--- config.mk ---
export PLATFORM = sky130hd
export DESIGN_NAME = heap_root
export DESIGN_NICKNAME = d
export VERILOG_FILES = /design/src/rtl/heap_root.sv
export SDC_FILE = /design/constraint.sdc
export NUM_CORES = 1
export LEC_CHECK = 0
export CAP_MARGIN = 20
export CORE_MARGIN = 2
export CORE_UTILIZATION = 35
export DETAILED_ROUTE_END_ITERATION = 10
export SETUP_SLACK_MARGIN = 0.5
export SLEW_MARGIN = 30
export SYNTH_ARGS = -nofsm -noshare
export SYNTH_HDL_FRONTEND = slang
export SYNTH_SLANG_ARGS = --single-unit
--- constraint.sdc ---
create_clock -name clk -period 3.3 [get_ports clk]
set_clock_uncertainty 0.15 [all_clocks]
set_input_delay 0.33 -clock clk [delete_from_list [all_inputs] [get_ports clk]]
set_output_delay 0.33 -clock clk [all_outputs]
set_load 0.01 [all_outputs]
--- src/rtl/heap_root.sv ---
// Root stage of the pipelined top-K min-heap: keeps the minimum, pushes replacements to level 1.
// Insert occupies 3 cycles (in_ready low 2), drops 1 cycle; in_ready low during PUSH/WAIT/INIT or on init_req.
module heap_root #(
  parameter int DATA_WIDTH = 32,
  parameter int KEY_WIDTH  = 16,
  parameter int ADDR_WIDTH = 5,
  parameter int NUM_LEVELS = 5,
  parameter logic [DATA_WIDTH-1:0] INIT_DATA = {2'b01, {(DATA_WIDTH-2){1'b0}}},
  parameter int CNT_WIDTH  = 16
) (
  input  logic                  clk,
  input  logic                  rstn,
  input  logic                  init_req,
  output logic                  init_busy,
  input  logic                  in_valid,
  output logic                  in_ready,
  input  logic [DATA_WIDTH-1:0] in_data,
  output logic [DATA_WIDTH-1:0] root_data,
  output logic                  init_out,
  output logic                  dn_update,
  output logic [ADDR_WIDTH-1:0] dn_addr,
  output logic                  dn_branch,
  output logic [DATA_WIDTH-1:0] dn_data,
  input  logic                  up_we,
  input  logic [ADDR_WIDTH-1:0] up_addr,
  input  logic [DATA_WIDTH-1:0] up_data,
  output logic [CNT_WIDTH-1:0]  accept_cnt,
  output logic [CNT_WIDTH-1:0]  drop_cnt
);

  typedef enum logic [1:0] {IDLE, PUSH, WAIT, INIT} state_t;

  localparam int IW = NUM_LEVELS + 2;
  // Counter runs from INIT_LAST down to 0 inclusive: (1<<NUM_LEVELS)+2 cycles in INIT.
  localparam logic [IW-1:0] INIT_LAST = IW'((1 << NUM_LEVELS) + 1);

  state_t        state, state_nxt;
  logic [IW-1:0] init_cnt;
  logic          take;

  function automatic logic cmp_lt(input logic [DATA_WIDTH-1:0] a, input logic [DATA_WIDTH-1:0] b);
    logic [1:0] fa;
    logic [1:0] fb;
    fa = a[DATA_WIDTH-1:DATA_WIDTH-2];
    fb = b[DATA_WIDTH-1:DATA_WIDTH-2];
    cmp_lt = 1'b0;
    if (fa == 2'b01) begin
      cmp_lt = (fb == 2'b00) || (fb == 2'b11);
    end else if (fa == 2'b00) begin
      if (fb == 2'b11)      cmp_lt = 1'b1;
      else if (fb == 2'b00) cmp_lt = a[KEY_WIDTH-1:0] < b[KEY_WIDTH-1:0];
    end
  endfunction

  assign take = (in_data[DATA_WIDTH-1:DATA_WIDTH-2] == 2'b00) && cmp_lt(root_data, in_data);

  always_ff @(posedge clk or negedge rstn) begin
    if (!rstn) state <= IDLE;
    else       state <= state_nxt;
  end

  always_comb begin
    state_nxt = state;
    case (state)
      IDLE: begin
        if (init_req)              state_nxt = INIT;
        else if (in_valid && take) state_nxt = PUSH;
      end
      PUSH: state_nxt = WAIT;
      WAIT: state_nxt = IDLE;
      INIT: if (init_cnt == '0) state_nxt = IDLE;
      default: state_nxt = IDLE;
    endcase
  end

  always_comb begin
    in_ready  = (state == IDLE) && !init_req;
    dn_addr   = '0;
    dn_branch = 1'b0;
  end

  always_ff @(posedge clk or negedge rstn) begin
    if (!rstn) begin
      root_data  <= '0;
      dn_update  <= 1'b0;
      dn_data    <= '0;
      init_out   <= 1'b0;
      init_busy  <= 1'b0;
      init_cnt   <= '0;
      accept_cnt <= '0;
      drop_cnt   <= '0;
    end else begin
      case (state)
        IDLE: begin
          if (init_req) begin
            init_out   <= 1'b1;
            init_busy  <= 1'b1;
            root_data  <= INIT_DATA;
            init_cnt   <= INIT_LAST;
            accept_cnt <= '0;
            drop_cnt   <= '0;
          end else if (in_valid) begin
            if (take) begin
              root_data <= in_data;
              dn_data   <= in_data;
              dn_update <= 1'b1;
              if (accept_cnt != '1) accept_cnt <= accept_cnt + CNT_WIDTH'(1);
            end else if (drop_cnt != '1) begin
              drop_cnt <= drop_cnt + CNT_WIDTH'(1);
            end
          end
        end
        PUSH: dn_update <= 1'b0;
        // Level 1 writes back a smaller child only when it swapped at the root slot.
        WAIT: if (up_we && (up_addr == '0)) root_data <= up_data;
        INIT: begin
          init_out <= 1'b0;
          if (init_cnt == '0) init_busy <= 1'b0;
          else                init_cnt  <= init_cnt - IW'(1);
        end
        default: ;
      endcase
    end
  end

endmodule

Word level (Yosys, flattened, before mapping):

Index checks and enable logic that the tools add are counted.

* register bits: 108
* output and inout bits: 106
* word-level logic and storage cells: 91

* $add $sub $neg: 3
* order comparisons: 1
* equality and inequality tests: 18
* multiplexer cells: 32
* bitwise gates (word level): 1
* reduce and logical (&&, ||, !) cells: 27

Operators by type and width (count)
* $mux W16: 8
* $mux W32: 4
* $pmux W32 S2: 1
* $add A16 B1 Y16 const B: 2
* $ne A16 B16 Y1 const B: 2
* $reduce_and A4 Y1: 5
* $lt A16 B16 Y1: 1
* $ne A2 B2 Y1 const B: 8
* $mux W7: 2
* $pmux W7 S2: 1
* $reduce_bool A2 Y1: 7
* $mux W1: 9
* $ne A3 B3 Y1 const B: 3
* $pmux W2 S4: 1
* $logic_not A7 Y1: 1
* $sub A7 B1 Y7 const B: 1
* $eq A2 B2 Y1 const B: 3
* $logic_not A2 Y1: 3
* $mux W2: 3
* $pmux W1 S2: 3
* $reduce_and A3 Y1: 2
* $logic_not A5 Y1: 1
* $eq A2 B1 Y1 const B: 2
* $logic_and A1 B1 Y1: 4
* other kinds (4): 5

Logic depth before layout (Yosys ltp):

Gate-level depths: netlist of the first run.

* depth in word-level cells: 10
* depth in mapped cells: 10

Least setup slack after synthesis of the first run:

No wires, ideal clock.

* kind: input -> register
* from: input in_data[30]
* to: register accept_cnt[5]
* setup time: 0.126 ns
* arrival: 2.396 ns
* slack: 0.628 ns
* cell stages on the path: 9
* buffers on the path: 1
* cell sequence: inv_1 ha_1 a2111oi_2 o221ai_1 o31a_1 buf_6 nor3b_4 nand2_2 a221o_1

* cells in the longest elaborated chain, start to end: 8

RTL lines
* start, declared: RTL line 17 `input logic [DATA_WIDTH-1:0] in_data,`
* $logic_not A2 Y1: RTL line 48, 51, 55
* $mux W1: RTL line 51 `else if (fb == 2'b00) cmp_lt = a[KEY_WIDTH-1:0] < b[KEY_WIDTH-1:0];`
* $mux W1: RTL line 50 `if (fb == 2'b11) cmp_lt = 1'b1;`
* $mux W1: RTL line 49 `end else if (fa == 2'b00) begin`
* $mux W1: RTL line 47 `if (fa == 2'b01) begin`
* $logic_and A1 B1 Y1 (*): RTL line 55 `assign take = (in_data[DATA_WIDTH-1:DATA_WIDTH-2] == 2'b00) && cmp_lt(root_data, in_data);`
* $reduce_bool A2 Y1 (no line) (*)
* $reduce_and A4 Y1 (no line) (*)
* end signal, assigned: RTL line 107 `if (accept_cnt != '1) accept_cnt <= accept_cnt + CNT_WIDTH'(1);`
* end, declared: RTL line 27 `output logic [CNT_WIDTH-1:0] accept_cnt,`

Mark *: on every way between the ends. The rest lies on a longest branch, timed or not.
A chain may end at the register's enable or synchronous reset.

Final worst setup path of the first run:

* from: input in_data[1]
* to: register dn_data[2]

* cells in the longest elaborated chain, start to end: 7

RTL lines
* $lt A16 B16 Y1: RTL line 51
* $mux W1: RTL line 51
* $mux W1: RTL line 50
* $mux W1: RTL line 49
* $mux W1: RTL line 47
* $logic_and A1 B1 Y1: RTL line 55
* $reduce_and A4 Y1 (no line)
* end signal, assigned: RTL line 105 `dn_data <= in_data;`
* end, declared: RTL line 23 `output logic [DATA_WIDTH-1:0] dn_data,`

Every way passes these cells.

==> impl_metrics.prom, run 1 <==
# TYPE chip_impl_metric gauge
chip_impl_metric{name="post_synth.cell_area_avg",unit="µm²"} 9.913
chip_impl_metric{name="globalRoute.totalOverflow",unit=""} 0
chip_impl_metric{name="clock_path_buffers",unit=""} 2
chip_impl_metric{name="cts-buffers-inserted",unit=""} 9
chip_impl_metric{name="vias_per_cell",unit=""} 5.322
chip_impl_metric{name="die_height",unit="µm"} 133.6
chip_impl_metric{name="chipWidth",unit="µm"} 133.6
chip_impl_metric{name="dp.cells",unit=""} 990
chip_impl_metric{name="place_hpwl",unit="µm"} 12620
chip_impl_metric{name="finalSetupViolations",unit=""} 0
chip_impl_metric{name="utilization",unit="%"} 53.72
chip_impl_metric{name="total_leakage_power",unit="nW"} 3.769
chip_impl_metric{name="number_of_distinct_library_cells_after_synthesis",unit=""} 67
chip_impl_info{name="crit-reg2reg-capture",value="dn_data[2]"} 1
chip_impl_metric{name="io_buf_count",unit=""} 173
chip_impl_metric{name="ys_seq_elements",unit=""} 108
chip_impl_metric{name="synthesis.area",unit="mm²"} 0.005878
chip_impl_metric{name="number_of_global_route_vias_before_repair",unit=""} 5525
chip_impl_metric{name="yosysSeqAreaShare",unit="%"} 45.98
chip_impl_info{name="synth-main-ff-cell",value="dfrtp_1"} 1
chip_impl_metric{name="worst_skew_pair_later_pin_latency",unit="ns"} 0.36
chip_impl_metric{name="fill_cells",unit=""} 1454
chip_impl_metric{name="r2r.worst_path.cells",unit=""} 10
chip_impl_metric{name="timing.critical_path.arrival",unit="ns"} 2.87
chip_impl_info{name="yosysTopAreaCell",value="dfrtp_1"} 1
chip_impl_info{name="worst_hold_path_endpoint",value="dn_data[13]"} 1
chip_impl_info{name="cp_capture_type",value="register"} 1
chip_impl_metric{name="final.min_clock_period",unit="ns"} 2.780
chip_impl_metric{name="fmax",unit="MHz"} 359.7
chip_impl_metric{name="finalHoldViolCount",unit=""} 0
chip_impl_metric{name="pin_count_of_the_biggest_net_entering_global_routing",unit=""} 84
chip_impl_info{name="rr_startpoint",value="root_data[15]"} 1
chip_impl_metric{name="h-tree-depth",unit=""} 3
chip_impl_metric{name="cp_data_required_time",unit="ns"} 3.39
chip_impl_metric{name="timing_max_transition_violations_final",unit=""} 0
chip_impl_metric{name="globalRouteTotalUtil",unit="%"} 19.88
chip_impl_metric{name="fraction_of_post_synthesis_cell_area_in_the_top_cell_type_by_area",unit="%"} 45.98
chip_impl_metric{name="drt-wirelength-per-cell",unit="µm"} 18.18
chip_impl_metric{name="first_iter_violations",unit=""} 311
chip_impl_info{name="path_class",value="in2reg"} 1
chip_impl_metric{name="initial_core_util",unit="%"} 35.57
chip_impl_metric{name="cap_violations",unit=""} 0
chip_impl_metric{name="slew_headroom",unit="%"} 47.04
chip_impl_metric{name="design_power_total",unit="mW"} 6.807
chip_impl_metric{name="cts.clk_slew.worst_paths",unit="ns"} 0.07
chip_impl_metric{name="yosysWarningCount",unit=""} 0
chip_impl_metric{name="wire_length_of_the_first_global_routing_pass",unit="µm"} 28250
chip_impl_metric{name="area_added_between_synthesis_and_finish",unit="%"} 51.02
chip_impl_metric{name="die_area",unit="mm²"} 0.01785
chip_impl_metric{name="crit_path_max_fanout",unit=""} 6
chip_impl_metric{name="power_density",unit="mW/mm²"} 766.8
chip_impl_info{name="worst_setup_path_start_kind",value="input port"} 1
chip_impl_metric{name="remaining_drc_errors",unit=""} 0
chip_impl_metric{name="worst_ir_drop_vdd",unit="mV"} 0.3568
chip_impl_metric{name="routability_congestion",unit=""} 0.8415
chip_impl_metric{name="numClockSinks",unit=""} 108
chip_impl_metric{name="placementRows",unit=""} 47
chip_impl_metric{name="async_reset_ff_share",unit="%"} 100.0
chip_impl_info{name="cts_tree",value="done"} 1
chip_impl_metric{name="finalCritPeriodShare",unit="%"} 84.25
chip_impl_metric{name="drive_gt1_share",unit="%"} 19.63
chip_impl_metric{name="drt_pre_antenna_iters",unit=""} 5
chip_impl_info{name="run_status",value="complete, no violations"} 1
chip_impl_metric{name="antenna_violating_nets_post_route",unit=""} 0
chip_impl_metric{name="min_path_cells",unit=""} 2
chip_impl_metric{name="setup.reg_to_reg.worst_slack",unit="ns"} 0.53
chip_impl_metric{name="ios",unit=""} 180
chip_impl_info{name="rsz_0062_raised_after_global_routing",value="true"} 1
chip_impl_metric{name="number_of_enable_type_register_cells_in_the_synthesized_netlist",unit=""} 0
chip_impl_metric{name="layout.cells.non_filler",unit=""} 1020
chip_impl_info{name="hold_path_start",value="in_data[13]"} 1
chip_impl_metric{name="wl",unit="µm"} 18540
chip_impl_metric{name="floorplan.core_area",unit="mm²"} 0.01652
chip_impl_info{name="netlist_top_cells_area",value="dfrtp_1 46%, o21ai_0 6.8%, ha_1 4.5%"} 1
chip_impl_metric{name="design.final.nets",unit=""} 890
chip_impl_metric{name="worst-slew-pin-transition",unit="ns"} 0.7945
chip_impl_info{name="clk_root_buffer_cell",value="clkbuf_16"} 1
chip_impl_info{name="worstHoldPathType",value="in2reg"} 1
chip_impl_metric{name="count_of_inserted_antenna_diode_cells",unit=""} 0
chip_impl_metric{name="antenna_violations_before_repair",unit=""} 0
chip_impl_metric{name="num_vias",unit=""} 5428
chip_impl_metric{name="synthesis.instances",unit=""} 593
[registers in the layout, indices dropped and copies added (netlist names)]
register	cells
dn_data	32
root_data	32
accept_cnt	16
drop_cnt	16
init_cnt	7
state	2
dn_update	1
init_busy	1
init_out	1
[through the flow]
step | setup TNS (ns) | instance area (µm²) | hold slack, ns | setup WS, ns
floorplan | 0 | 5897 | -0.1156 | 0.6279
global placement | -0.1776 | 8036 | 0.3070 | -0.1083
CTS | 0 | 8431 | 0.2137 | 0.4087
global route | 0 | 8877 | 0.2302 | 0.3960
finish | 0 | 8877 | 0.2252 | 0.5198
detailed placement | -2.062 | 8040 | 0.3077 | -0.1868
[worst max-delay path: stages]
cell	delay, ns
clkdlybuf4s50_1	0.50
inv_2	0.06
ha_4	0.24
a2111oi_4	0.39
a2111oi_4	0.10
buf_4	0.16
o31ai_4	0.24
and2_4	0.23
nand2_8	0.11
clkbuf_16	0.20
mux2_4	0.30
[cell usage in the layout, fill, tap and decap left out, drive strengths merged, types with 6 or more instances in the layout]
cell / instances
a21oi: 45
and3: 12
buf: 48
clkbuf: 12
clkdlybuf4s50: 161
conb: 6
dfrtp: 108
dlygate4sd2: 8
ha: 21
inv: 33
mux2: 33
nand2: 34
nand3: 17
nand4: 13
nor2: 22
nor3: 29
nor3b: 18
nor4: 6
o21ai: 84
or3: 8
xnor2: 6
xor2: 6
[cell families (layout without fill, tap and decap cells)]
family	count (synthesis)	after routing	share of synthesized area (%)
adders and majority gates	21	21	4.470
buffers and inverters	68	269	5.236
muxes	37	37	7.642
other	1	6	0.06380
and+or+nand+nor	181	182	17.69
DFF	108	108	45.98
AOI/OAI and AO/OA	165	165	17.14
xor gates and xnor gates	12	12	1.788
[worst max path at each step]
stage | startpoint | endpoint | cells past startpoint
after floorplan | in_data[30] | accept_cnt[5] | 9
after global placement | in_data[30] | accept_cnt[15] | 10
after detailed placement | in_data[30] | accept_cnt[15] | 10
after CTS | in_data[30] | accept_cnt[15] | 10
after global routing | root_data[15] | drop_cnt[1] | 12
final | in_data[1] | dn_data[2] | 11
[Yosys cell counts (6+ instances only)]
master,n
dfrtp_1,108
o21ai_0,80
a21oi_1,45
nand2_1,32
inv_1,30
clkbuf_1,28
nor3_1,27
nor2_1,22
ha_1,21
nand3_1,17
nor3b_1,17
mux2_2,15
and3_1,12
nand4_1,11
mux2_4,10
mux2_1,8
or3_1,8
buf_4,6
nor4_1,6
xnor2_1,6
xor2_1,6
[layout make-up]
type,instances,area (µm²),area share [%]
inverter,30,112.6,1.268
clock inverter,7,57.56,0.6483
clock buffer,9,225.2,2.537
timing repair buffer,223,2237,25.20
multi-input combinational,423,3266,36.79
tap,220,275.3,3.101
sequential,108,2704,30.46
[report_power, final]
part	leakage [nW]	internal, mW	switching (mW)	total [mW]
combinational	2.26	1.83	1.61	3.44
clock	0.129	0.522	0.534	1.06
sequential	1.38	1.82	0.486	2.31
total	3.77	4.17	2.63	6.81
[routing by layer]
metal	routed length [µm]	GRT usage, %	part of all wire, %
met5	0	0	0
met4	445	7.920	2.4
met3	1261	5.403	6.8
met2	8973	32.79	48
met1	7859	24.78	42
[timing repair]
action	CTS	global route
pin swaps	11	15
endpoints found under the setup margin	93	92
cloned	0	4
buffers inserted	1	8
hold buffers	1	0
resized for setup	29	67
hold endpoints to repair	81	0
Note: power is estimated with default switching activity, not from simulation.
==> inputs of run 2 (changes only) <==
Settings changed: PLACE_DENSITY set to 0.65.
Clock period 3.3 ns to 2.37 ns, I/O delays scaled along.
==> run 2 against run 1 <==
Compared with the run above:
- die area unchanged
- combinational power grew 73%
- wire length rose by 4.8%
- sequential share of layout area shrank 2.3 points
- setup slack got worse by 0.86 ns
- highest routed layer is now met5
- the flow now finishes with violations (setup timing)
- core utilization rose by 4.5 points
- via count is 5.3% higher
- total power is 58% higher
==> impl_metrics.prom, run 2 (same netlist as run 1, synthesis figures left out) <==
# TYPE chip_impl_metric gauge
chip_impl_metric{name="antenna_violations_before_repair",unit=""} 3
chip_impl_metric{name="cp_data_required_time",unit="ns"} 2.52
chip_impl_metric{name="worst_skew_pair_later_pin_latency",unit="ns"} 0.36
chip_impl_metric{name="final.min_clock_period",unit="ns"} 2.713
chip_impl_metric{name="power_density",unit="mW/mm²"} 1118
chip_impl_metric{name="crit_path_max_fanout",unit=""} 7
chip_impl_metric{name="worst_ir_drop_vdd",unit="mV"} 0.5691
chip_impl_info{name="timing.critical_path.cells",value="clkdlybuf4s50_1 > inv_1 > ha_4 > nand4_1 > or2_4 > a2111oi_4 > o31a_4 > nand4_1 > buf_6 > or4_1 > nand2_1"} 1
chip_impl_metric{name="globalRoute.totalOverflow",unit=""} 0
chip_impl_metric{name="fmax",unit="MHz"} 368.6
chip_impl_metric{name="die_height",unit="µm"} 133.6
chip_impl_info{name="worst_setup_path_start_kind",value="input port"} 1
chip_impl_metric{name="clock_path_buffers",unit=""} 2
chip_impl_metric{name="first_iter_violations",unit=""} 333
chip_impl_metric{name="dp.cells",unit=""} 1017
chip_impl_metric{name="utilization",unit="%"} 58.21
chip_impl_metric{name="numClockSinks",unit=""} 108
chip_impl_info{name="path_class",value="in2reg"} 1
chip_impl_metric{name="worst_path_largest_cell_delay",unit="ns"} 0.49
chip_impl_info{name="largestRegisters",value="dn_data x32, root_data x32"} 1
chip_impl_metric{name="placement.setup.worst_slack",unit="ns"} -0.9458
chip_impl_metric{name="drt-wirelength-per-cell",unit="µm"} 18.14
chip_impl_metric{name="chipWidth",unit="µm"} 133.6
chip_impl_info{name="cp_capture_type",value="register"} 1
chip_impl_metric{name="ff_latch_area",unit="mm²"} 0.002706
chip_impl_metric{name="place_hpwl",unit="µm"} 12670
chip_impl_metric{name="cts-buffers-inserted",unit=""} 9
chip_impl_metric{name="cts.clk_slew.worst_paths",unit="ns"} 0.07
chip_impl_metric{name="pin_count_of_the_biggest_net_entering_global_routing",unit=""} 109
chip_impl_metric{name="placementRows",unit=""} 47
chip_impl_info{name="failed_checks",value="setup timing"} 1
chip_impl_metric{name="multiInputGateArea",unit="mm²"} 0.003477
chip_impl_metric{name="timing_max_transition_violations_final",unit=""} 0
chip_impl_info{name="commonest_cells_after_routing_fill_and_taps_aside",value="157 x clkdlybuf4s50_1, 105 x dfrtp_1, 67 x buf_4"} 1
chip_impl_metric{name="initial_core_util",unit="%"} 35.57
chip_impl_info{name="cp_slowest_cell",value="clkdlybuf4s50_1"} 1
chip_impl_metric{name="drt_pre_antenna_iters",unit=""} 5
chip_impl_metric{name="total_leakage_power",unit="nW"} 4.253
chip_impl_metric{name="fill_cells",unit=""} 1368
chip_impl_info{name="run_status",value="finished, violations left"} 1
chip_impl_metric{name="number_of_global_route_vias_before_repair",unit=""} 5710
chip_impl_metric{name="remaining_drc_errors",unit=""} 0
chip_impl_info{name="path_common_cell",value="nand4_1"} 1
chip_impl_info{name="cts_tree",value="done"} 1
chip_impl_metric{name="drive_gt1_share",unit="%"} 29.56
chip_impl_metric{name="finalSetupViolations",unit=""} 97
chip_impl_info{name="worstHoldPathType",value="in2reg"} 1
chip_impl_metric{name="final.setup.tns",unit="ns"} -22.04
chip_impl_metric{name="worst-slew-pin-transition",unit="ns"} 0.5866
chip_impl_metric{name="timing.critical_path.arrival",unit="ns"} 2.86
chip_impl_metric{name="antenna_violating_nets_post_route",unit=""} 0
chip_impl_info{name="final_common_cell",value="clkdlybuf4s50_1"} 1
chip_impl_metric{name="wire_length_of_the_first_global_routing_pass",unit="µm"} 29750
chip_impl_metric{name="design.final.nets",unit=""} 939
chip_impl_metric{name="wl",unit="µm"} 19430
chip_impl_metric{name="cap_violations",unit=""} 0
chip_impl_metric{name="area_added_between_synthesis_and_finish",unit="%"} 63.64
chip_impl_info{name="clk_root_buffer_cell",value="clkbuf_16"} 1
chip_impl_metric{name="routability_congestion",unit=""} 0.8221
chip_impl_metric{name="layout.cells.non_filler",unit=""} 1071
chip_impl_metric{name="ios",unit=""} 180
chip_impl_metric{name="setup_ws",unit="ns"} -0.3427
chip_impl_metric{name="finalHoldViolCount",unit=""} 0
chip_impl_info{name="rsz_0062_raised_after_global_routing",value="true"} 1
chip_impl_metric{name="slew_headroom",unit="%"} 60.89
chip_impl_metric{name="design_power_total",unit="mW"} 10.76
chip_impl_metric{name="vias_per_cell",unit=""} 5.338
chip_impl_metric{name="num_vias",unit=""} 5717
chip_impl_metric{name="io_buf_count",unit=""} 173
chip_impl_metric{name="floorplan.core_area",unit="mm²"} 0.01652
chip_impl_metric{name="die_area",unit="mm²"} 0.01785
chip_impl_metric{name="globalRouteTotalUtil",unit="%"} 20.94
chip_impl_metric{name="finalCritPeriodShare",unit="%"} 114.5
chip_impl_metric{name="h-tree-depth",unit=""} 3
[run 2: cell count changes in the layout (fill, tap and decap cells not counted), moves of 3 or more]
cell             previous run  this run
buf_4                      33        67
buf_6                      10        21
clkdlybuf4s50_1           161       157
clkinvlp_4                  3         0
dlygate4sd2_1               8         5
dlymetal6s2s_1              2         8
nor3_2                      3         0
nor3_4                      2         5
nor4_1                      5         2
nor4_4                      0         3
o21ai_0                    75        39
o21ai_1                     9        13
o21ai_2                     0        32
[run 2: timing repair]
item / CTS / global route
pin swaps: 22 / 19
endpoints found under the setup margin: 103 / 106
hold buffers: 1 / 0
hold endpoints to repair: 108 / 0
cloned: 4 / 4
gates resized for setup: 88 / 65
setup buffers: 8 / 19
[run 2: metal layers]
layer	track usage, %	share of wire [%]	up-vias
met1	25.62	41	2834
met3	6.887	6.6	24
met4	5.378	1.6	2
met2	35.68	51	210
met5	0	0.067	-
li1	-	-	2647
[run 2: worst paths after layout]
kind / depth (start not counted) / slack [ns] / startpoint / endpoint
setup / recovery: 11 / -0.34 / in_data[9] / drop_cnt[10]
hold / removal: 2 / 0.02 / in_data[12] / dn_data[12]
setup reg to reg: 9 / -0.31 / root_data[11] / drop_cnt[10]
hold reg to reg: 1 / 0.36 / dn_data[8] / dn_data[8]
max in group asynchronous: 3 / 1.27 / rstn / init_cnt[4]
min in group asynchronous: 3 / 0.35 / rstn / drop_cnt[10]
[run 2: layout make-up]
cell class                 instances  area share (%)
inverter                          30           1.171
timing repair buffer             272           28.15
multi-input combinational        423           36.15
tap                              220           2.862
clock buffer                      11           2.627
sequential                       108           28.13
clock inverter                     5          0.8585
antenna                            2         0.05203
[run 2: where the power goes]
part	total, mW	switching, mW	internal, mW
Sequential	3.12	0.575	2.54
Clock	1.71	0.718	0.989
Combinational	5.94	2.74	3.20
[run 2: per-stage QoR]
step                instance area, µm²  hold slack (ns)
floorplan                         6026          -0.2086
global placement                  8334           0.2181
CTS                               9130           0.1231
global route                      9617          0.04382
finish                            9619          0.02166
detailed placement                8334           0.2228
[run 2: critical path, delay by kind of cell]
family	cells	cell delay, ns
simple gates	5	0.97
buf+inv	3	0.75
compound gates	2	0.61
fa+ha+maj	1	0.28
==> inputs of run 3 (changes only) <==
Settings changed: SLEW_MARGIN 30 to 20.
==> results of run 3 <==
Same layout as run 2: the final DEF is identical, and so are final timing and power.
